`src/rtl/usart_tx_fifo.sv`:
```
// UART transmitter fed by a small FIFO; bit timing comes from a per-bit enable
// counter on the single serial clock, and queued words go out back-to-back.
module usart_tx_fifo #(
    parameter int unsigned DATA_BITS     = 8,
    parameter int unsigned FIFO_DEPTH    = 4,
    parameter int unsigned DIVIDER_WIDTH = 12
) (
    input  logic                         serial_clock,
    input  logic                         reset_n,
    input  logic [DIVIDER_WIDTH-1:0]     clocks_per_bit,
    input  logic [1:0]                   parity_mode,
    input  logic                         two_stop_bits,
    input  logic [DATA_BITS-1:0]         data_in,
    input  logic                         valid,
    output logic                         ready,
    output logic [$clog2(FIFO_DEPTH):0]  fifo_count,
    output logic                         busy,
    output logic                         done,
    output logic                         tx_pin
);

    localparam int unsigned AW = $clog2(FIFO_DEPTH);
    localparam int unsigned CW = AW + 1;
    localparam int unsigned BW = $clog2(DATA_BITS);
    localparam int unsigned DW = DIVIDER_WIDTH;
    localparam logic [CW-1:0] FULL     = CW'(FIFO_DEPTH);
    localparam logic [BW-1:0] LAST_BIT = BW'(DATA_BITS - 1);

    typedef enum logic [2:0] {
        IDLE,
        START,
        DATA,
        PARITY,
        STOP
    } state_t;

    logic [DATA_BITS-1:0] mem_q [FIFO_DEPTH];

    state_t               state_q,  state_d;
    logic [DW-1:0]        cnt_q,    cnt_d;
    logic [DW-1:0]        n_q,      n_d;
    logic                 par_en_q, par_en_d;
    logic                 par_q,    par_d;
    logic                 two_q,    two_d;
    logic                 stop2_q,  stop2_d;
    logic [BW-1:0]        bit_q,    bit_d;
    logic [DATA_BITS-1:0] shift_q,  shift_d;
    logic [AW-1:0]        rd_q,     rd_d;
    logic [AW-1:0]        wr_q,     wr_d;
    logic [CW-1:0]        count_q,  count_d;
    logic                 ready_q,  ready_d;
    logic                 busy_q,   busy_d;
    logic                 done_q,   done_d;
    logic                 tx_q,     tx_d;

    logic                 push;
    logic                 pop;
    logic                 bnd;
    logic [DATA_BITS-1:0] head;

    assign ready      = ready_q;
    assign fifo_count = count_q;
    assign busy       = busy_q;
    assign done       = done_q;
    assign tx_pin     = tx_q;

    always_comb begin
        push     = valid && ready_q;
        pop      = 1'b0;
        head     = mem_q[rd_q];
        bnd      = (cnt_q == n_q - DW'(1));

        state_d  = state_q;
        cnt_d    = cnt_q;
        n_d      = n_q;
        par_en_d = par_en_q;
        par_d    = par_q;
        two_d    = two_q;
        stop2_d  = stop2_q;
        bit_d    = bit_q;
        shift_d  = shift_q;

        if (state_q != IDLE) begin
            cnt_d = bnd ? '0 : cnt_q + DW'(1);
        end

        unique case (state_q)
            IDLE: begin
                if (count_q != '0) pop = 1'b1;
            end
            START: begin
                if (bnd) begin
                    state_d = DATA;
                    bit_d   = '0;
                end
            end
            DATA: begin
                if (bnd) begin
                    shift_d = shift_q >> 1;
                    if (bit_q == LAST_BIT) begin
                        state_d = par_en_q ? PARITY : STOP;
                        stop2_d = 1'b0;
                    end else begin
                        bit_d = bit_q + BW'(1);
                    end
                end
            end
            PARITY: begin
                if (bnd) begin
                    state_d = STOP;
                    stop2_d = 1'b0;
                end
            end
            STOP: begin
                if (bnd) begin
                    if (two_q && !stop2_q) begin
                        stop2_d = 1'b1;
                    end else if (count_q != '0) begin
                        pop = 1'b1;
                    end else begin
                        state_d = IDLE;
                    end
                end
            end
            default: state_d = IDLE;
        endcase

        // Frame start: configuration is captured here and held for the whole frame.
        if (pop) begin
            state_d  = START;
            cnt_d    = '0;
            shift_d  = head;
            n_d      = (clocks_per_bit == '0) ? DW'(1) : clocks_per_bit;
            par_en_d = (parity_mode != 2'b00);
            two_d    = two_stop_bits;
            unique case (parity_mode)
                2'b01:   par_d = ^head;
                2'b10:   par_d = ~^head;
                default: par_d = 1'b1;
            endcase
        end

        rd_d    = pop  ? rd_q + AW'(1) : rd_q;
        wr_d    = push ? wr_q + AW'(1) : wr_q;
        count_d = count_q + CW'(push) - CW'(pop);
        ready_d = (count_d != FULL);
        busy_d  = (state_d != IDLE) || (count_d != '0);

        // Outputs are registered, so they are derived from the next-state values.
        done_d  = (state_d == STOP) && (cnt_d == n_d - DW'(1)) && (!two_d || stop2_d);
        unique case (state_d)
            START:   tx_d = 1'b0;
            DATA:    tx_d = shift_d[0];
            PARITY:  tx_d = par_d;
            default: tx_d = 1'b1;
        endcase
    end

    always_ff @(posedge serial_clock) begin
        if (push) mem_q[wr_q] <= data_in;
    end

    always_ff @(posedge serial_clock or negedge reset_n) begin
        if (!reset_n) begin
            state_q  <= IDLE;
            cnt_q    <= '0;
            n_q      <= DW'(1);
            par_en_q <= 1'b0;
            par_q    <= 1'b0;
            two_q    <= 1'b0;
            stop2_q  <= 1'b0;
            bit_q    <= '0;
            shift_q  <= '0;
            rd_q     <= '0;
            wr_q     <= '0;
            count_q  <= '0;
            ready_q  <= 1'b0;
            busy_q   <= 1'b0;
            done_q   <= 1'b0;
            tx_q     <= 1'b1;
        end else begin
            state_q  <= state_d;
            cnt_q    <= cnt_d;
            n_q      <= n_d;
            par_en_q <= par_en_d;
            par_q    <= par_d;
            two_q    <= two_d;
            stop2_q  <= stop2_d;
            bit_q    <= bit_d;
            shift_q  <= shift_d;
            rd_q     <= rd_d;
            wr_q     <= wr_d;
            count_q  <= count_d;
            ready_q  <= ready_d;
            busy_q   <= busy_d;
            done_q   <= done_d;
            tx_q     <= tx_d;
        end
    end

endmodule

```
`config.mk`:
```
export PLATFORM = sky130hd
export DESIGN_NAME = usart_tx_fifo
export DESIGN_NICKNAME = d
export VERILOG_FILES = /design/src/rtl/usart_tx_fifo.sv
export SDC_FILE = /design/constraint.sdc
export NUM_CORES = 1
export LEC_CHECK = 0
export ABC_AREA = 1
export ABC_CLOCK_PERIOD_IN_PS = 4000
export CAP_MARGIN = 40
export CORE_MARGIN = 1.5
export CORE_UTILIZATION = 50
export DETAILED_ROUTE_END_ITERATION = 7
export PLACE_DENSITY = 0.69
export SETUP_SLACK_MARGIN = 0.5
export SLEW_MARGIN = 20
export SYNTH_ARGS = -nofsm -noshare
export SYNTH_HDL_FRONTEND = slang
export SYNTH_SLANG_ARGS = --single-unit
export TNS_END_PERCENT = 10
```
`constraint.sdc`:
```
create_clock -name serial_clock -period 4 [get_ports serial_clock]
set_input_delay 0.6 -clock serial_clock [delete_from_list [all_inputs] [get_ports serial_clock]]
set_output_delay 0.6 -clock serial_clock [all_outputs]
set_load 0.05 [all_outputs]
```
==> summary.txt <==
Run status = finished, final reports clean
Clk sink count = 85
Post-synthesis compound-gate area fraction = 6.54%
Fmax = 0.302 GHz
Combinational power share = 54.4%
Sequential Power Share = 31.7%
Post-route insts no fill = 838
Worst-path fanout max = 5
Cts hold-fix bufs = 0
Post-synthesis sequential area ratio = 44.2%
Sw Share = 47.5%
Fill cells = 913
Mapped Cells = 662
Final setup viols = 0
Cell taking the most area after synthesis = dfrtp_1
Ant. Diodes = 0
Avg Inst Size Synth = 7.83 µm²
Drt pass-1 iters = 5
#FFs+latches synth = 85
Ys flop type = dfrtp_1
Hold crit path type = input port to asynchronous set/reset pin
Post-DRT Antenna Nets = 0
CP max-delay cell = dfstp_2
Slowest stage delay, CP = 560 ps
Vias per cell = 5.23
Clock skew = 10.0 ps
Vias in the first global route = 4,166
Die span in x = 105 µm
Cell Chain, Critical Path = inv_4 > ha_4 > inv_1 > nand2_1 > nand2_1 > nor2_1 > nand2_1 > nor2_2 > nand3_2 > nor2_4 > nand4_4 > nand2_4 > ha_1 > inv_1 > ha_1 > inv_1 > fa_2 > xnor2_2 > xnor2_2 > nor4_1 > nand2_1
Core area = 9910 µm²
Worst Path Class, Setup = flip-flop to flip-flop
GRT Residual Overflow = 0
IO Count = 33
NetSw = 2.13 mW
PD cells = 758 nW/µm²
Initial DRC count = 354
RD Place Congestion = 0.916
Simple-gate share of the synthesized area = 31.9%
Clock Power Share = 13.9%
Yosys cell types = 38
Reg-to-reg endpoint = busy$_DFF_PN0_
Total negative slack = 0 ps
Critical Path RT = 4240 ps
Netlist Area Pre-Place = 5180 µm²
H-Tree Level Count = 3
Mux cell area share after synthesis = 0%
Detail Placement HPWL = 9290 µm
Least-Margin Pin Slew = 813 ps
DRT Wirelength = 12,100 µm
Leak Pwr = 2.74 nW
Placed Cells incl. Taps = 820
Final setup margin = 691 ps
Final Hold Vio Count = 0
Largest family of logic cells by synthesized area = simple AND/OR/NAND/NOR gates
Initial core utilization = 52.3%
Xor and xnor area share after synthesis = 5.58%
Maxcap violations = 0
CP Capture Type = flip-flop
Asr flop ratio synth = 62.4%
DR vias = 4,384
Skew-Pair Late Insertion Delay = 360 ps
Initial antenna violation count = 0
DR DRC count = 0
Place WS = 407 ps
Die H = 105 µm
Worst VDD drop = 0.000544 V
Worst Reg2Reg Path Length in Cells = 21
RSZ-0062 raised after global routing = yes
Most frequent CP cell = nand2_1
Share of post-route cells with drive strength above 1 = 10.5%
Pint = 2.35 mW
Nets@finish = 741
Routed WL per cell = 14.5 µm
Global-route wire length before repair = 20,300 µm
CP arrival = 3540 ps
Synthesis-to-layout area growth = 13.9%
Min cycle time layout = 3310 ps
Clock slew at reported path FFs = 90 ps
Adder-cell area share of the yosys netlist = 3.77%
Row count = 36
Total CTS buffers = 9
DIE AREA = 11,000 µm²
R2R Path Start = n_q[0]$_DFF_PN1_
EDFF count, synth = 32
Synth area leaders = dfrtp_1 25%, edfxtp_1 19%, nand2_1 13%
Clock Path Buffers = 2
Final Max Slew Viols = 0
Largest net degree at the start of global routing = 33
Net Count, Synth = 703
Rel. slew slack = 45.6%
Final period util = 82.7%
R2r setup slk = 690 ps
Synth Warn # = 0
Root Driver = clkbuf_8
Post-synth top area share = 24.6%
CTS tree = yes
IO buf count = 32
GR Util All Layers = 23.5%
Setup crit start kind = flip-flop
## worst max-delay path, delay by kind of cell, from the launching register on
family,cells,cell delay [ps]
xor+xnor,2,300
fa+ha+maj,4,980
buf+inv,4,200
flops,1,560
simple gates,11,1150
## area by class of cell
class | instances | area [µm²] | share of cell area (%)
timing repair buffer | 37 | 365 | 6.19
tap | 133 | 166 | 2.82
clock buffer | 10 | 128 | 2.16
multi-input combinational | 471 | 2520 | 42.8
clock inverter | 6 | 68.8 | 1.17
inverter | 96 | 363 | 6.14
sequential | 85 | 2290 | 38.8
## power groups by stage
stage	registers (mW)	logic, mW	clock network [mW]
6_report	1.42	2.44	0.622
5_1_grt	1.46	2.72	0.661
4_1_cts	1.41	2.37	0.634
3_5_place_dp	1.43	2.36	0
3_3_place_gp	1.42	2.29	0
2_1_floorplan	1.41	1.81	0
## logic make-up after synthesis
kind of cell / count (synthesis)
flops: 85
buf+inv: 106
simple gates: 367
fa+ha+maj: 15
xor+xnor: 33
compound gates: 56
## cell usage after synthesis, types with 3 or more instances
| library cell | count |
|---|---|
| xor2_1 | 16 |
| edfxtp_1 | 32 |
| nor2_2 | 6 |
| nand2_4 | 3 |
| nand2_2 | 15 |
| o21ai_0 | 25 |
| dfrtp_1 | 51 |
| xnor2_1 | 17 |
| nand3_1 | 59 |
| inv_1 | 87 |
| nor2_4 | 5 |
| inv_2 | 9 |
| o22ai_1 | 4 |
| nand4_1 | 10 |
| nor3_1 | 9 |
| clkbuf_1 | 5 |
| o21ai_2 | 3 |
| o221ai_1 | 6 |
| a21oi_1 | 8 |
| ha_1 | 14 |
| o21ai_1 | 4 |
| nor2_1 | 69 |
| nor4_1 | 3 |
| nand3b_1 | 4 |
| nand2_1 | 180 |
## registers in the layout, indices dropped and copies added, names as in the netlist
register and count:
bit_q 3, busy 1, cnt_q 12, done 1, fifo_count 3, mem_q 32, n_q 12, par_en_q 1
par_q 1, rd_q 2, ready 1, shift_q 8, state_q 3, stop2_q 1, two_q 1, tx_pin 1
wr_q 2
## layer usage
| metal | global-route usage (%) | share of wire, % | wire length, µm | up-vias |
|---|---|---|---|---|
| li1 | - | - | - | 2201 |
| met1 | 34.8 | 48 | 5870 | 2024 |
| met2 | 33.8 | 43 | 5170 | 139 |
| met3 | 4.99 | 7.2 | 871 | 20 |
| met4 | 7.83 | 1.9 | 236 | 0 |
| met5 | 0 | 0 | 0 | - |
## layout by cell type, fill, tap and decap left out, drive strengths merged
master | synthesis | routed
nand2 | 198 | 198
inv | 96 | 99
nor2 | 80 | 80
nand3 | 60 | 60
dfrtp | 51 | 51
edfxtp | 32 | 32
o21ai | 32 | 32
clkdlybuf4s50 | 0 | 31
xnor2 | 17 | 17
xor2 | 16 | 16
ha | 14 | 14
nand4 | 11 | 11
clkbuf | 5 | 10
nor3 | 9 | 9
a21oi | 8 | 8
o221ai | 6 | 6
buf | 5 | 6
o22ai | 4 | 4
nand3b | 4 | 4
nor4 | 3 | 3
a41oi | 2 | 2
o22a | 2 | 2
dfstp | 2 | 2
and2 | 1 | 1
a21boi | 1 | 1
or2 | 1 | 1
o21a | 1 | 1
fa | 1 | 1
bufinv | 0 | 1
clkinv | 0 | 1
clkinvlp | 0 | 1
## how the worst max path moves through the flow
stage | from | endpoint | cells after the start
final | n_q[0]$_DFF_PN1_ | busy$_DFF_PN0_ | 21
after global routing | n_q[0]$_DFF_PN1_ | busy$_DFF_PN0_ | 21
after CTS | n_q[0]$_DFF_PN1_ | busy$_DFF_PN0_ | 21
after detailed placement | n_q[0]$_DFF_PN1_ | busy$_DFF_PN0_ | 21
after global placement | n_q[0]$_DFF_PN1_ | busy$_DFF_PN0_ | 21
after floorplan | n_q[0]$_DFF_PN1_ | busy$_DFF_PN0_ | 23
## stage by stage
step / utilization (%) / total power [mW] / cell area [µm²] / hold WS (ps)
finish: 59.6 / 4.47 / 5910 / 197
CTS: 59.0 / 4.42 / 5850 / 204
detailed placement: 57.0 / 3.78 / 5650 / 488
global route: 59.6 / 4.84 / 5910 / 216
floorplan: - / 3.22 / 5210 / 304
global placement: 57.0 / 3.71 / 5650 / 477
## timing repair
action                     4_1_cts  5_1_grt
gates resized for setup          0       10
pin swaps                        0        6
setup endpoints to repair        2        2
setup buffers                    1        0
Power figures use the tool's default switching activity.
